File: src/rtl/nrisc_pkg.sv
// Shared opcode constants, scheduler state encoding and opcode helper for the
// nrisc ALU scheduling slice.
package nrisc_pkg;

  localparam logic [2:0] OP_SUM = 3'b000;
  localparam logic [2:0] OP_SUB = 3'b001;
  localparam logic [2:0] OP_MUL = 3'b010;
  localparam logic [2:0] OP_NOP = 3'b011;
  localparam logic [2:0] OP_BEQ = 3'b110;
  localparam logic [2:0] OP_BNZ = 3'b111;

  typedef enum logic [1:0] {
    ST_IDLE    = 2'd0,
    ST_ISSUE   = 2'd1,
    ST_CAPTURE = 2'd2
  } sched_state_t;

  function automatic logic op_supported(input logic [2:0] op);
    case (op)
      OP_SUM, OP_SUB, OP_MUL, OP_BEQ, OP_BNZ: return 1'b1;
      default:                                return 1'b0;
    endcase
  endfunction

endpackage

File: src/rtl/alu_scheduler_if.sv
// Requester and shared-ALU signal bundle for alu_scheduler.
// slave = scheduler side, master = requesters plus ALU side.
interface alu_scheduler_if;
  logic       req0, req1;
  logic [2:0] op0, op1;
  logic [7:0] a0, b0, a1, b1;
  logic [7:0] beq0, beq1;
  logic       gnt0, gnt1;
  logic       done0, done1;
  logic [7:0] result, jump;
  logic [2:0] alu_operation;
  logic [7:0] alu_data_0, alu_data_1, alu_r_beq;
  logic [7:0] alu_solution, alu_jump_data;

  modport slave (
    input  req0, req1, op0, op1, a0, b0, a1, b1, beq0, beq1,
    input  alu_solution, alu_jump_data,
    output gnt0, gnt1, done0, done1, result, jump,
    output alu_operation, alu_data_0, alu_data_1, alu_r_beq
  );

  modport master (
    output req0, req1, op0, op1, a0, b0, a1, b1, beq0, beq1,
    output alu_solution, alu_jump_data,
    input  gnt0, gnt1, done0, done1, result, jump,
    input  alu_operation, alu_data_0, alu_data_1, alu_r_beq
  );
endinterface

File: src/rtl/alu_rr_arbiter.sv
// Two-way winner select. Round-robin on ties by default; with
// ALU_SCHED_FIXED_PRIO_EN defined requester 0 always wins and no pointer exists.
module alu_rr_arbiter (
`ifndef ALU_SCHED_FIXED_PRIO_EN
  input  logic       clock,
  input  logic       reset,
`endif
  input  logic       enable,
  input  logic [1:0] req,
  output logic [1:0] gnt
);

`ifdef ALU_SCHED_FIXED_PRIO_EN
  always_comb begin
    gnt = '0;
    if (enable) begin
      if (req[0])      gnt = 2'b01;
      else if (req[1]) gnt = 2'b10;
    end
  end
`else
  logic last_q;  // id of the requester granted most recently

  always_comb begin
    gnt = '0;
    if (enable) begin
      case (req)
        2'b01:   gnt = 2'b01;
        2'b10:   gnt = 2'b10;
        2'b11:   gnt = last_q ? 2'b01 : 2'b10;
        default: gnt = '0;
      endcase
    end
  end

  always_ff @(posedge clock) begin
    if (reset)       last_q <= 1'b1;
    else if (gnt[0]) last_q <= 1'b0;
    else if (gnt[1]) last_q <= 1'b1;
  end
`endif

endmodule

File: src/rtl/alu_scheduler.sv
// Shares one registered ALU between two requesters: IDLE -> ISSUE -> CAPTURE.
// Define ALU_SCHED_FIXED_PRIO_EN for fixed priority (requester 0) arbitration.
module alu_scheduler
  import nrisc_pkg::*;
(
  input  logic          clock,
  input  logic          reset,
  alu_scheduler_if.slave bus
);

  sched_state_t state_q, state_d;
  logic [1:0]   arb_gnt;
  logic         arb_en;
  logic [2:0]   op_q;
  logic [7:0]   a_q, b_q, beq_q;
  logic         owner_q;

  // Grants only from IDLE and never in a reset cycle.
  assign arb_en = (state_q == ST_IDLE) && !reset;

  alu_rr_arbiter u_arb (
`ifndef ALU_SCHED_FIXED_PRIO_EN
    .clock  (clock),
    .reset  (reset),
`endif
    .enable (arb_en),
    .req    ({bus.req1, bus.req0}),
    .gnt    (arb_gnt)
  );

  always_ff @(posedge clock) begin
    if (reset) state_q <= ST_IDLE;
    else       state_q <= state_d;
  end

  always_comb begin
    state_d = state_q;
    case (state_q)
      ST_IDLE:    if (|arb_gnt) state_d = ST_ISSUE;
      ST_ISSUE:   state_d = ST_CAPTURE;
      ST_CAPTURE: state_d = ST_IDLE;
      default:    state_d = ST_IDLE;
    endcase
  end

  always_comb begin
    bus.gnt0          = arb_gnt[0];
    bus.gnt1          = arb_gnt[1];
    bus.alu_operation = OP_NOP;
    bus.alu_data_0    = '0;
    bus.alu_data_1    = '0;
    bus.alu_r_beq     = '0;
    if (state_q == ST_ISSUE) begin
      bus.alu_operation = op_q;
      bus.alu_data_0    = a_q;
      bus.alu_data_1    = b_q;
      bus.alu_r_beq     = beq_q;
    end
  end

  always_ff @(posedge clock) begin
    if (reset) begin
      op_q       <= OP_NOP;
      a_q        <= '0;
      b_q        <= '0;
      beq_q      <= '0;
      owner_q    <= 1'b0;
      bus.result <= '0;
      bus.jump   <= '0;
      bus.done0  <= 1'b0;
      bus.done1  <= 1'b0;
    end else begin
      bus.done0 <= 1'b0;
      bus.done1 <= 1'b0;
      if (|arb_gnt) begin
        owner_q <= arb_gnt[1];
        op_q    <= arb_gnt[1] ? bus.op1  : bus.op0;
        a_q     <= arb_gnt[1] ? bus.a1   : bus.a0;
        b_q     <= arb_gnt[1] ? bus.b1   : bus.b0;
        beq_q   <= arb_gnt[1] ? bus.beq1 : bus.beq0;
      end
      if (state_q == ST_CAPTURE) begin
        bus.result <= op_supported(op_q) ? bus.alu_solution : 8'h00;
        bus.jump   <= (op_q == OP_BNZ) ? bus.alu_jump_data : 8'h00;
        bus.done0  <= !owner_q;
        bus.done1  <= owner_q;
      end
    end
  end

endmodule

File: src/flat_wrapper.sv
// flat-port wrapper written by rule: the top's interface ports become plain ports
module alu_scheduler_flat import nrisc_pkg::*;
  (clock, reset, bus_req0, bus_req1, bus_op0, bus_op1, bus_a0, bus_b0, bus_a1, bus_b1, bus_beq0, bus_beq1, bus_alu_solution, bus_alu_jump_data, bus_gnt0, bus_gnt1, bus_done0, bus_done1, bus_result, bus_jump, bus_alu_operation, bus_alu_data_0, bus_alu_data_1, bus_alu_r_beq);
  alu_scheduler_if bus_i ();
  input  logic clock;
  input  logic reset;
  input wire logic [$bits(bus_i.req0)-1:0] bus_req0;
  input wire logic [$bits(bus_i.req1)-1:0] bus_req1;
  input wire logic [$bits(bus_i.op0)-1:0] bus_op0;
  input wire logic [$bits(bus_i.op1)-1:0] bus_op1;
  input wire logic [$bits(bus_i.a0)-1:0] bus_a0;
  input wire logic [$bits(bus_i.b0)-1:0] bus_b0;
  input wire logic [$bits(bus_i.a1)-1:0] bus_a1;
  input wire logic [$bits(bus_i.b1)-1:0] bus_b1;
  input wire logic [$bits(bus_i.beq0)-1:0] bus_beq0;
  input wire logic [$bits(bus_i.beq1)-1:0] bus_beq1;
  input wire logic [$bits(bus_i.alu_solution)-1:0] bus_alu_solution;
  input wire logic [$bits(bus_i.alu_jump_data)-1:0] bus_alu_jump_data;
  output wire logic [$bits(bus_i.gnt0)-1:0] bus_gnt0;
  output wire logic [$bits(bus_i.gnt1)-1:0] bus_gnt1;
  output wire logic [$bits(bus_i.done0)-1:0] bus_done0;
  output wire logic [$bits(bus_i.done1)-1:0] bus_done1;
  output wire logic [$bits(bus_i.result)-1:0] bus_result;
  output wire logic [$bits(bus_i.jump)-1:0] bus_jump;
  output wire logic [$bits(bus_i.alu_operation)-1:0] bus_alu_operation;
  output wire logic [$bits(bus_i.alu_data_0)-1:0] bus_alu_data_0;
  output wire logic [$bits(bus_i.alu_data_1)-1:0] bus_alu_data_1;
  output wire logic [$bits(bus_i.alu_r_beq)-1:0] bus_alu_r_beq;
  assign bus_i.req0 = bus_req0;
  assign bus_i.req1 = bus_req1;
  assign bus_i.op0 = bus_op0;
  assign bus_i.op1 = bus_op1;
  assign bus_i.a0 = bus_a0;
  assign bus_i.b0 = bus_b0;
  assign bus_i.a1 = bus_a1;
  assign bus_i.b1 = bus_b1;
  assign bus_i.beq0 = bus_beq0;
  assign bus_i.beq1 = bus_beq1;
  assign bus_i.alu_solution = bus_alu_solution;
  assign bus_i.alu_jump_data = bus_alu_jump_data;
  assign bus_gnt0 = bus_i.gnt0;
  assign bus_gnt1 = bus_i.gnt1;
  assign bus_done0 = bus_i.done0;
  assign bus_done1 = bus_i.done1;
  assign bus_result = bus_i.result;
  assign bus_jump = bus_i.jump;
  assign bus_alu_operation = bus_i.alu_operation;
  assign bus_alu_data_0 = bus_i.alu_data_0;
  assign bus_alu_data_1 = bus_i.alu_data_1;
  assign bus_alu_r_beq = bus_i.alu_r_beq;
  alu_scheduler u_core (.clock(clock), .reset(reset), .bus(bus_i));
endmodule
File: config.mk
export PLATFORM = sky130hd
export DESIGN_NAME = alu_scheduler_flat
export DESIGN_NICKNAME = d
export VERILOG_FILES = /design/src/rtl/nrisc_pkg.sv /design/src/rtl/alu_scheduler_if.sv /design/src/rtl/alu_rr_arbiter.sv /design/src/rtl/alu_scheduler.sv /design/src/flat_wrapper.sv
export SDC_FILE = /design/constraint.sdc
export NUM_CORES = 1
export LEC_CHECK = 0
export ABC_AREA = 1
export BUFFER_PORTS_ARGS = -buffer_cell sky130_fd_sc_hd__buf_4
export CAP_MARGIN = 20
export CORE_ASPECT_RATIO = 0.6
export CORE_UTILIZATION = 43
export DETAILED_ROUTE_END_ITERATION = 8
export PLACE_DENSITY = 0.82
export SETUP_SLACK_MARGIN = 0.1
export SLEW_MARGIN = 20
export SYNTH_ARGS = -nofsm -noshare
export SYNTH_HDL_FRONTEND = slang
export SYNTH_SLANG_ARGS = --single-unit
File: constraint.sdc
create_clock -name clock -period 1.2 [get_ports clock]
set_clock_uncertainty 0.05 [all_clocks]
set_input_delay 0.24 -clock clock [delete_from_list [all_inputs] [get_ports clock]]
set_output_delay 0.24 -clock clock [all_outputs]
set_load 0.1 [all_outputs]
After elaboration in Yosys (flattened, before gate mapping)
Index checks and enable logic that the tools add are counted.
{ "classes": {"n_eq_ne": 10, "n_mux": 20, "n_bitwise": 1, "n_reduce_logical": 9} }
{ "ops": {"columns": ["cell", "count"], "rows": [
  ["$mux W8", 8],
  ["$eq A2 B2 Y1 const B", 3],
  ["$eq A3 B3 Y1 const B", 2],
  ["$mux W2", 3],
  ["$mux W3", 2],
  ["$pmux W2 S3", 1],
  ["$mux W1", 5],
  ["$reduce_or A5 Y1", 1],
  ["$eq A2 B1 Y1 const B", 2],
  ["$pmux W2 S2", 1],
  ["$reduce_or A2 Y1", 2],
  ["$eq A3 B1 Y1 const B", 1],
  ["$eq A3 B2 Y1 const B", 1],
  ["$logic_not A3 Y1", 1],
  ["$logic_not A1 Y1", 2],
  ["$logic_not A2 Y1", 1],
  ["$ne A2 B2 Y1 const B", 1],
  ["$reduce_bool A2 Y1", 1],
  ["$logic_and A1 B1 Y1", 1],
  ["$not A1 Y1", 1]
]} }
{ "totals": {"register_bits": 49, "input_bits": 74, "out_inout_bits": 47, "wordCells": 51} }

Depth between registers and ports, before layout
Gate-level depths: netlist of run 1.
{ "depth": {"depth_word": 6, "ltp_mapped": 7, "depth_no_buf": 6} }

Hierarchy
A second synthesis of run 1 with hierarchy kept.
{ "hier_totals": {"cells_unflattened": 360, "hier_area_um2": 2344.7} }
{ "modules_own_cells": {"columns": ["module", "n_inst", "cells_per_inst", "area_each_um2", "seq_area_each_um2"], "rows": [
  ["alu_scheduler", 1, 348, 2273.4, 960.9],
  ["alu_rr_arbiter", 1, 12, 71.3, 20.0]
]} }

Worst setup path before layout of run 1
Ideal clock, no wire load.
{ "synth_timing": {"kind": "flip-flop to output port", "startpoint": "register u_core.state_q[0]", "endpoint": "output bus_alu_data_0[1]", "arrival_time_ns": 2.179, "slack_ns": -1.269, "path_stages_with_launch": 6, "path_buffers": 1, "cell_sequence": "dfxtp_1 > inv_1 > nor2_1 > clkinv_1 > clkbuf_1 > nor2_1"} }
{ "synth_via": {"elab_chain_len": 2} }
{ "synth_rtl": {"columns": ["item", "line", "rtl"], "rows": [
  ["start: declaration", "alu_scheduler.sv:11", "sched_state_t state_q, state_d;"],
  ["start signal: assignment", "alu_scheduler.sv:33", "else state_q <= state_d;"],
  ["$eq A2 B1 Y1", "alu_scheduler.sv:53", "if (state_q == ST_ISSUE) begin"],
  ["$mux W8", "alu_scheduler.sv:53", null],
  ["end: declaration", "flat_wrapper.sv:26", "output wire logic [$bits(bus_i.alu_data_0)-1:0] bus_alu_data_0;"]
]} }
No other way between the ends.

Worst setup path in the final report of run 1
{ "layout_timing": {"startpoint": "register u_core.state_q[1]", "endpoint": "register u_core.beq_q[7]"} }
{ "layout_via": {"elab_chain_len": 4} }
{ "layout_rtl": {"columns": ["item", "line", "rtl"], "rows": [
  ["$logic_not A2 Y1 *", "alu_scheduler.sv:19", "assign arb_en = (state_q == ST_IDLE) && !reset;"],
  ["$logic_and A1 B1 Y1 *", "alu_scheduler.sv:19", null],
  ["$mux W2 *", "alu_rr_arbiter.sv:26", "if (enable) begin"],
  ["$mux W8 or $reduce_or A2 Y1 (tied branches)", "alu_scheduler.sv:80, alu_scheduler.sv:75", null],
  ["end signal: assignment", "alu_scheduler.sv:80", "beq_q <= arb_gnt[1] ? bus.beq1 : bus.beq0;"],
  ["end: declaration", "alu_scheduler.sv:15", "logic [7:0] a_q, b_q, beq_q;"]
]} }
Every way passes the cells marked *; elsewhere a longest branch is shown, timed or not.
A chain may end at the register's enable or synchronous reset.

==> impl_summary.log, run 1 <==
[metrics] result of the run: complete, but fails checks
[metrics] violations in the final reports: negative setup slack
[metrics] post-synthesis cell type count: 21
[metrics] Final Hold Violating Endpoints: 0
[metrics] power share of the sequential group: 0.310
[metrics] cell types occupying the most area after synthesis: sky130_fd_sc_hd__dfxtp_1, sky130_fd_sc_hd__nor2_1, sky130_fd_sc_hd__nand2_1, sky130_fd_sc_hd__inv_1, sky130_fd_sc_hd__nor3b_1
[metrics] fraction of synthesized cell area in xor and xnor cells: 0
[metrics] static power due to leakage: 2.49 nW
[metrics] total number of H-tree levels: 2
[metrics] P_sw: 2.37 mW
[metrics] ordered cell list for the critical path: buf_6 > nor2_4 > nand2_8 > buf_12 > buf_12 > clkbuf_16 > nor3b_2 > nor2_1 > nor2_1
[metrics] number of optimization iterations in the first detailed-route pass: 6
[metrics] sw frac: 0.396
[metrics] worst hold path class: input pin to flip-flop
[metrics] post-synthesis to final-layout area growth: 111%
[metrics] setup repair after global routing missed its margin: true
[metrics] Total Routed Length: 16.4 mm
[metrics] required time at the endpoint of the critical path: 1380 ps
[metrics] data arrival time of the critical path: 2090 ps
[metrics] simple-gate share of the synthesized area: 0.348
[metrics] leading cell types in the layout, fill and taps excluded: sky130_fd_sc_hd__buf_4, sky130_fd_sc_hd__nand2_1, sky130_fd_sc_hd__nor2_1
[metrics] smallest setup slack after layout: -705 ps
[metrics] detailed-route DRC error count: 0
[metrics] main combinational cell family by area after synthesis: simple AND/OR/NAND/NOR gates
[metrics] PnR Total Power: 5.98 mW
[metrics] synthesized netlist cell count: 412
[metrics] global-route wire length before repair: 16.4 mm
[metrics] initial antenna violation count: 1
[metrics] number of violations of the max-capacitance limit: 0
[metrics] clk sink count: 49
[metrics] Critical Path Source Type: flip-flop
[metrics] initial core utilization: 0.462
[metrics] Placed Cells: 617
[metrics] layout cell share with drive strength beyond 1: 0.524
[metrics] Internal: 3.61 mW
[metrics] buffer cell driving the clock tree root: sky130_fd_sc_hd__clkbuf_8
[metrics] die area: 6520 um2
[metrics] I/O Buffers: 120
[metrics] upper clock frequency limit: 0.525 GHz
[metrics] Worst Max-Slew Pin Slew: 390 ps
[metrics] routed vias: 4099
[metrics] worst IR drop on VDD: 0.763 mV
[metrics] final setup violation count: 77
[metrics] share of synthesized area spent on multiplexers: 0
[metrics] cell area after synthesis: 2660 um2
[metrics] ratio of total power to cell area: 1060 nW/um2
[metrics] vertical extent of the die: 62.9 um
[metrics] largest driver fanout on the critical path: 8
[metrics] number of clock buffers inserted by TritonCTS: 5
[metrics] Slew headroom: 0.740
[metrics] Post-Syn Area per Cell: 6.46 um2
[metrics] clock insertion delay at the later pin of the skew report: 320 ps
[metrics] share of the synthesized area in the top cell type: 0.369
[metrics] pin count of the biggest net entering global routing: 35
[metrics] CTS tree: yes
[metrics] endpoint class of the critical path: flip-flop
[metrics] adder and majority cell fraction of the synthesized area: 0
[metrics] cell with the largest stage delay on the worst path: sky130_fd_sc_hd__dfxtp_4
[metrics] fraction of power consumed by the clock network: 0.249
[metrics] post-route ant nets: 0
[metrics] GPL Wtd Cong: 0.788
[metrics] leading cell type in the layout, fill and taps excluded: sky130_fd_sc_hd__buf_4
[metrics] via count of the first global-routing pass: 3315
[metrics] floorplan die width: 104 um
[metrics] count of hold-fix buffers inserted at cts: 0
[metrics] critical path type: flip-flop to flip-flop
[metrics] max incr delay on CP: 380 ps
[metrics] Std-Cell Rows: 21
[metrics] final-report max-slew violation count: 0
[metrics] area of the placeable core: 5750 um2
[metrics] flop and latch count out of synthesis: 49
[metrics] portion of the post-synthesis area used by sequential elements: 0.369
[metrics] number of nets in the synthesized netlist: 486
[metrics] Comb pwr share: 0.441
[metrics] clock buffer depth: 2
[metrics] yosys warns: 0
[metrics] number of antenna cells inserted: 0
[metrics] total grt overflow: 0
[metrics] placed wire-length estimate after detailed placement: 5.69 mm
[metrics] DRC violation total after the first TritonRoute iteration: 469
[metrics] Top Ports: 121
[metrics] post-route fraction of the period consumed by the critical path: 1.59
[metrics] Synth Area in Compound Gates: 0.159
[metrics] clock slew seen by the registers of the worst setup and hold paths: 110 ps
[metrics] Vias per Instance: 6.27
[metrics] average wire per cell in the routed design: 25.0 um
[metrics] cell taking the most area after synthesis: sky130_fd_sc_hd__dfxtp_1
[metrics] net count of the finished layout: 647
[metrics] post-layout instance count excluding filler cells: 654
[metrics] global router's overall resource usage: 0.316
[metrics] final period demand of the worst path: 1910 ps
state kept, by name, indices dropped and copies added, names as in the netlist:
name,cells
u_core.a_q,8
u_core.b_q,8
u_core.beq_q,8
u_core.bus.jump,8
u_core.bus.result,8
u_core.op_q,3
u_core.state_q,2
u_core.bus.done0,1
u_core.bus.done1,1
u_core.owner_q,1
u_core.u_arb.last_q,1
per-stage QoR:
| stage | util | worst slack (ps) | cell area [um2] | setup TNS, ps | hold WS (ps) |
|---|---|---|---|---|---|
| finish | 0.976 | -705 | 5620 | -37660 | 88.5 |
| global route | 0.976 | -902 | 5620 | -39560 | 109 |
| CTS | 0.891 | -512 | 5120 | -26170 | 113 |
| detailed placement | 0.705 | -268 | 4060 | -10970 | 403 |
| global placement | 0.705 | -225 | 4060 | -9410 | 401 |
| floorplan | - | -448 | 2960 | -12640 | 255 |
cell type report:
cell class	count	area [um2]
clock buffers	5	68.8
clock inverters	3	65.1
fillers	78	136
inverters	59	241
multi-input cells	282	1890
flip-flops and latches	49	1020
well taps	80	100
repair buffers	175	2220
repair inverters	1	8.76
power groups by stage:
stage,Combinational [mW],Sequential (mW),Clock [mW]
after global placement,1.70,1.84,0
after floorplan,0.991,2.08,0
final,2.63,1.86,1.49
after detailed placement,1.72,1.85,0
after CTS,2.13,1.83,1.39
after global routing,2.69,1.86,1.52
per-layer routing:
metal | vias to the layer above | global-route usage | wire, um
li1 | 1583 | - | -
met1 | 1864 | 0.373 | 5370
met2 | 486 | 0.574 | 7400
met3 | 166 | 0.0699 | 1990
met4 | 0 | 0.0960 | 1600
met5 | - | 0 | 0
worst max-delay path, delay by kind of cell (launching register included):
family | cells | cell delay (ps)
flops | 1 | 380
simple gates | 5 | 810
buf+inv | 4 | 580
Yosys cell counts:
cell and n:
sky130_fd_sc_hd__o21bai_1 25, sky130_fd_sc_hd__a21oi_4 1, sky130_fd_sc_hd__buf_2 10, sky130_fd_sc_hd__and3_1 1, sky130_fd_sc_hd__nand2_1 90, sky130_fd_sc_hd__o21ai_1 4
sky130_fd_sc_hd__buf_6 2, sky130_fd_sc_hd__nor3b_1 25, sky130_fd_sc_hd__o21ai_0 18, sky130_fd_sc_hd__o211ai_2 1, sky130_fd_sc_hd__nor3_1 1, sky130_fd_sc_hd__or2_2 2
sky130_fd_sc_hd__nor2_1 91, sky130_fd_sc_hd__inv_1 57, sky130_fd_sc_hd__a21oi_1 19, sky130_fd_sc_hd__nand2_4 1, sky130_fd_sc_hd__dfxtp_1 49, sky130_fd_sc_hd__nor2_4 1
sky130_fd_sc_hd__clkbuf_1 10, sky130_fd_sc_hd__nor2_2 2, sky130_fd_sc_hd__clkinv_1 2
kinds of logic (layout without fill, tap and decap cells):
family,count (synthesis),in the layout
and+or+nand+nor,214,214
AOI/OAI and AO/OA,68,68
buffers and inverters,81,243
DFF,49,49
timing repair:
| item | in CTS | in global routing |
|---|---|---|
| pin swaps | 11 | 23 |
| cloned | 6 | 5 |
| hold endpoints to repair | 0 | 0 |
| setup endpoints to repair | 95 | 95 |
| resized for setup | 208 | 68 |
| setup buffers | 7 | 11 |
path summary, 6_finish.rpt:
| kind | from | end | slack, ps | cells past startpoint |
|---|---|---|---|---|
| max | u_core.state_q[1] | u_core.beq_q[7] | -710 | 9 |
| min | bus_alu_jump_data[3] | u_core.bus.jump[3] | 90 | 3 |
| max reg2reg | u_core.state_q[1] | u_core.beq_q[7] | -710 | 9 |
| min reg2reg | u_core.owner_q | u_core.bus.done0 | 490 | 1 |
Power figures use the tool's default switching activity.
==> run 2: changes to the inputs <==
- CELL_PAD_IN_SITES_DETAIL_PLACEMENT: default -> 2
- CELL_PAD_IN_SITES_GLOBAL_PLACEMENT: default -> 2
- CORE_UTILIZATION: 43 -> 21
- PLACE_DENSITY: 0.82 -> 0.81
==> impl_summary.log, run 2 (synthesis gave the netlist of run 1 again) <==
[metrics] final setup violation count: 73 (-5.2%)
[metrics] sw frac: 0.389 (-0.00720)
[metrics] Std-Cell Rows: 31 (+48%)
[metrics] Slew headroom: 0.768 (+0.0283)
[metrics] worst hold path class: input pin to flip-flop
[metrics] area of the placeable core: 12200 um2 (+110%)
[metrics] global-route wire length before repair: 19.3 mm (+18%)
[metrics] detailed-route DRC error count: 0 (unchanged)
[metrics] via count of the first global-routing pass: 3560 (+7.4%)
[metrics] data arrival time of the critical path: 1460 ps (-630 ps)
[metrics] Top Ports: 121 (unchanged)
[metrics] clock slew seen by the registers of the worst setup and hold paths: 80 ps (-30 ps)
[metrics] initial core utilization: 0.218 (-0.245)
[metrics] placed wire-length estimate after detailed placement: 8.03 mm (+41%)
[metrics] setup repair after global routing missed its margin: true
[metrics] floorplan die width: 147 um (+42%)
[metrics] net count of the finished layout: 639 (-1.2%)
[metrics] startpoint of the lowest-slack register-to-register path: u_core.state_q[1]
[metrics] number of antenna cells inserted: 0 (unchanged)
[metrics] PnR Total Power: 5.75 mW (-3.7%)
[metrics] die area: 13100 um2 (+100%)
[metrics] count of hold-fix buffers inserted at cts: 0 (unchanged)
[metrics] GPL Wtd Cong: 0.744 (-5.6%)
[metrics] result of the run: complete, but fails checks
[metrics] total number of H-tree levels: 2 (unchanged)
[metrics] total grt overflow: 0 (unchanged)
[metrics] smallest setup slack after layout: -553 ps (+152 ps)
[metrics] Hold EP: u_core.bus.jump[7]
[metrics] number of stages on the worst hold path: 3 (unchanged)
[metrics] pin count of the biggest net entering global routing: 30 (-14%)
[metrics] power share of the sequential group: 0.319 (+0.009)
[metrics] launch point of the worst hold path: bus_alu_jump_data[7]
[metrics] I/O Buffers: 120 (unchanged)
[metrics] upper clock frequency limit: 0.570 GHz (+8.7%)
[metrics] Internal: 3.52 mW (-2.6%)
[metrics] average wire per cell in the routed design: 18.4 um (-26%)
[metrics] fraction of power consumed by the clock network: 0.267 (+0.018)
[metrics] critical path type: flip-flop to primary output
[metrics] required time at the endpoint of the critical path: 910 ps (-470 ps)
[metrics] DRC violation total after the first TritonRoute iteration: 50 (-89%)
[metrics] violations in the final reports: negative setup slack
[metrics] post-route fraction of the period consumed by the critical path: 1.46 (-0.127)
[metrics] Worst Max-Slew Pin Slew: 347 ps (-43.2 ps)
[metrics] number of violations of the max-capacitance limit: 0 (unchanged)
[metrics] Final Hold Violating Endpoints: 0 (unchanged)
[metrics] leading cell types in the layout, fill and taps excluded: sky130_fd_sc_hd__buf_4, sky130_fd_sc_hd__nand2_1, sky130_fd_sc_hd__nor2_1, sky130_fd_sc_hd__buf_12, sky130_fd_sc_hd__inv_1
[metrics] setup slack at placement: -312 ps (-44.3 ps)
[metrics] routed vias: 3261 (-20%)
[metrics] Vias per Instance: 4.46 (-29%)
[metrics] global router's overall resource usage: 0.193 (-0.123)
[metrics] clk sink count: 49 (unchanged)
[metrics] final-report max-slew violation count: 0 (unchanged)
[metrics] ratio of total power to cell area: 1030 nW/um2 (-2.7%)
[metrics] clock buffer depth: 2 (unchanged)
[metrics] worst hold-check slack: 122 ps (+33.7 ps)
[metrics] worst r2r path cells: 8 (-1)
[metrics] final design utilization: 0.455 (-0.521)
[metrics] largest driver fanout on the critical path: 8 (unchanged)
[metrics] post-route ant nets: 0 (unchanged)
[metrics] P_sw: 2.24 mW (-5.5%)
[metrics] setup slack of the worst register-to-register path: -410 ps (+300 ps)
[metrics] clock insertion delay at the later pin of the skew report: 300 ps (-20 ps)
[metrics] endpoint class of the critical path: primary output
[metrics] CTS tree: yes
[metrics] buffer cell driving the clock tree root: sky130_fd_sc_hd__clkbuf_16
[metrics] worst IR drop on VDD: 0.488 mV (-36%)
[metrics] vertical extent of the die: 89.2 um (+42%)
[metrics] number of clock buffers inserted by TritonCTS: 5 (unchanged)
[metrics] post-synthesis to final-layout area growth: 109%
[metrics] Critical Path Source Type: flip-flop
[metrics] Total Routed Length: 13.5 mm (-18%)
[metrics] static power due to leakage: 2.45 nW (-1.8%)
[metrics] number of optimization iterations in the first detailed-route pass: 4 (-2)
[metrics] Comb pwr share: 0.414 (-0.027)
[metrics] layout cell share with drive strength beyond 1: 0.518 (-0.00672)
[metrics] Worst R2R End: u_core.a_q[3]
[metrics] leading cell type in the layout, fill and taps excluded: sky130_fd_sc_hd__buf_4
[metrics] initial antenna violation count: 0 (-1)
[metrics] final period demand of the worst path: 1750 ps (-152 ps)
run 2: cell count changes in the layout (fill, tap and decap cells not counted), sizes merged:
| cell | delta |
|---|---|
| clkinv | -1 |
| buf | -7 |
| inv | +3 |
| clkbuf | -1 |
| bufinv | -2 |
run 2: through the flow:
step	TNS [ps]	instance area (um2)	std cells
global route	-30030	5560	731
finish	-25720	5560	731
detailed placement	-13830	4190	701
CTS	-24650	5250	721
global placement	-11400	4190	701
floorplan	-12640	2960	412
run 2: worst max-delay path by stage:
| stage | endpoint | start |
|---|---|---|
| detailed placement | bus_alu_data_1[4] | u_core.state_q[0] |
| floorplan | bus_alu_data_0[1] | u_core.state_q[0] |
| global route | bus_alu_data_0[2] | u_core.state_q[0] |
| CTS | bus_alu_data_1[4] | u_core.state_q[0] |
| global placement | bus_alu_data_0[1] | u_core.state_q[0] |
| finish | bus_alu_data_0[2] | u_core.state_q[0] |
run 2: routing by layer:
metal / vias up / global-route usage / part of all wire
li1: 1572 / - / -
met1: 1609 / 0.237 / 0.43
met2: 72 / 0.353 / 0.52
met3: 8 / 0.0464 / 0.041
met4: 0 / 0.0309 / 0.0048
met5: - / 0 / 0
run 2: worst max-delay path, cell delays in order, from the launching register on:
cell	delay, ps
sky130_fd_sc_hd__dfxtp_2	360
sky130_fd_sc_hd__inv_2	60
sky130_fd_sc_hd__nor2_4	100
sky130_fd_sc_hd__clkinv_4	130
sky130_fd_sc_hd__buf_12	180
sky130_fd_sc_hd__nor2_4	140
sky130_fd_sc_hd__buf_12	180
run 2: timing repair:
| action | CTS | global route |
|---|---|---|
| gates cloned | 6 | 2 |
| setup buffers | 6 | 9 |
| gates resized for setup | 207 | 51 |
| hold endpoints to repair | 0 | 0 |
| pin swaps | 22 | 23 |
| endpoints found under the setup margin | 94 | 95 |
run 2: final cells by class:
cell class                 count  area (um2)
multi-input combinational    282        1830
clock buffer                   5         125
timing repair inverter         1        8.76
sequential                    49        1030
timing repair buffer         167        2110
fill                        1298        6660
clock inverter                 3        26.3
tap                          165         206
inverter                      59         234
run 2: power groups by stage:
| stage | combinational [mW] | clock (mW) | sequential, mW |
|---|---|---|---|
| finish | 2.38 | 1.54 | 1.84 |
| global placement | 1.76 | 0 | 1.84 |
| detailed placement | 1.82 | 0 | 1.85 |
| CTS | 2.22 | 1.58 | 1.84 |
| floorplan | 0.991 | 0 | 2.08 |
| global route | 2.52 | 1.63 | 1.85 |
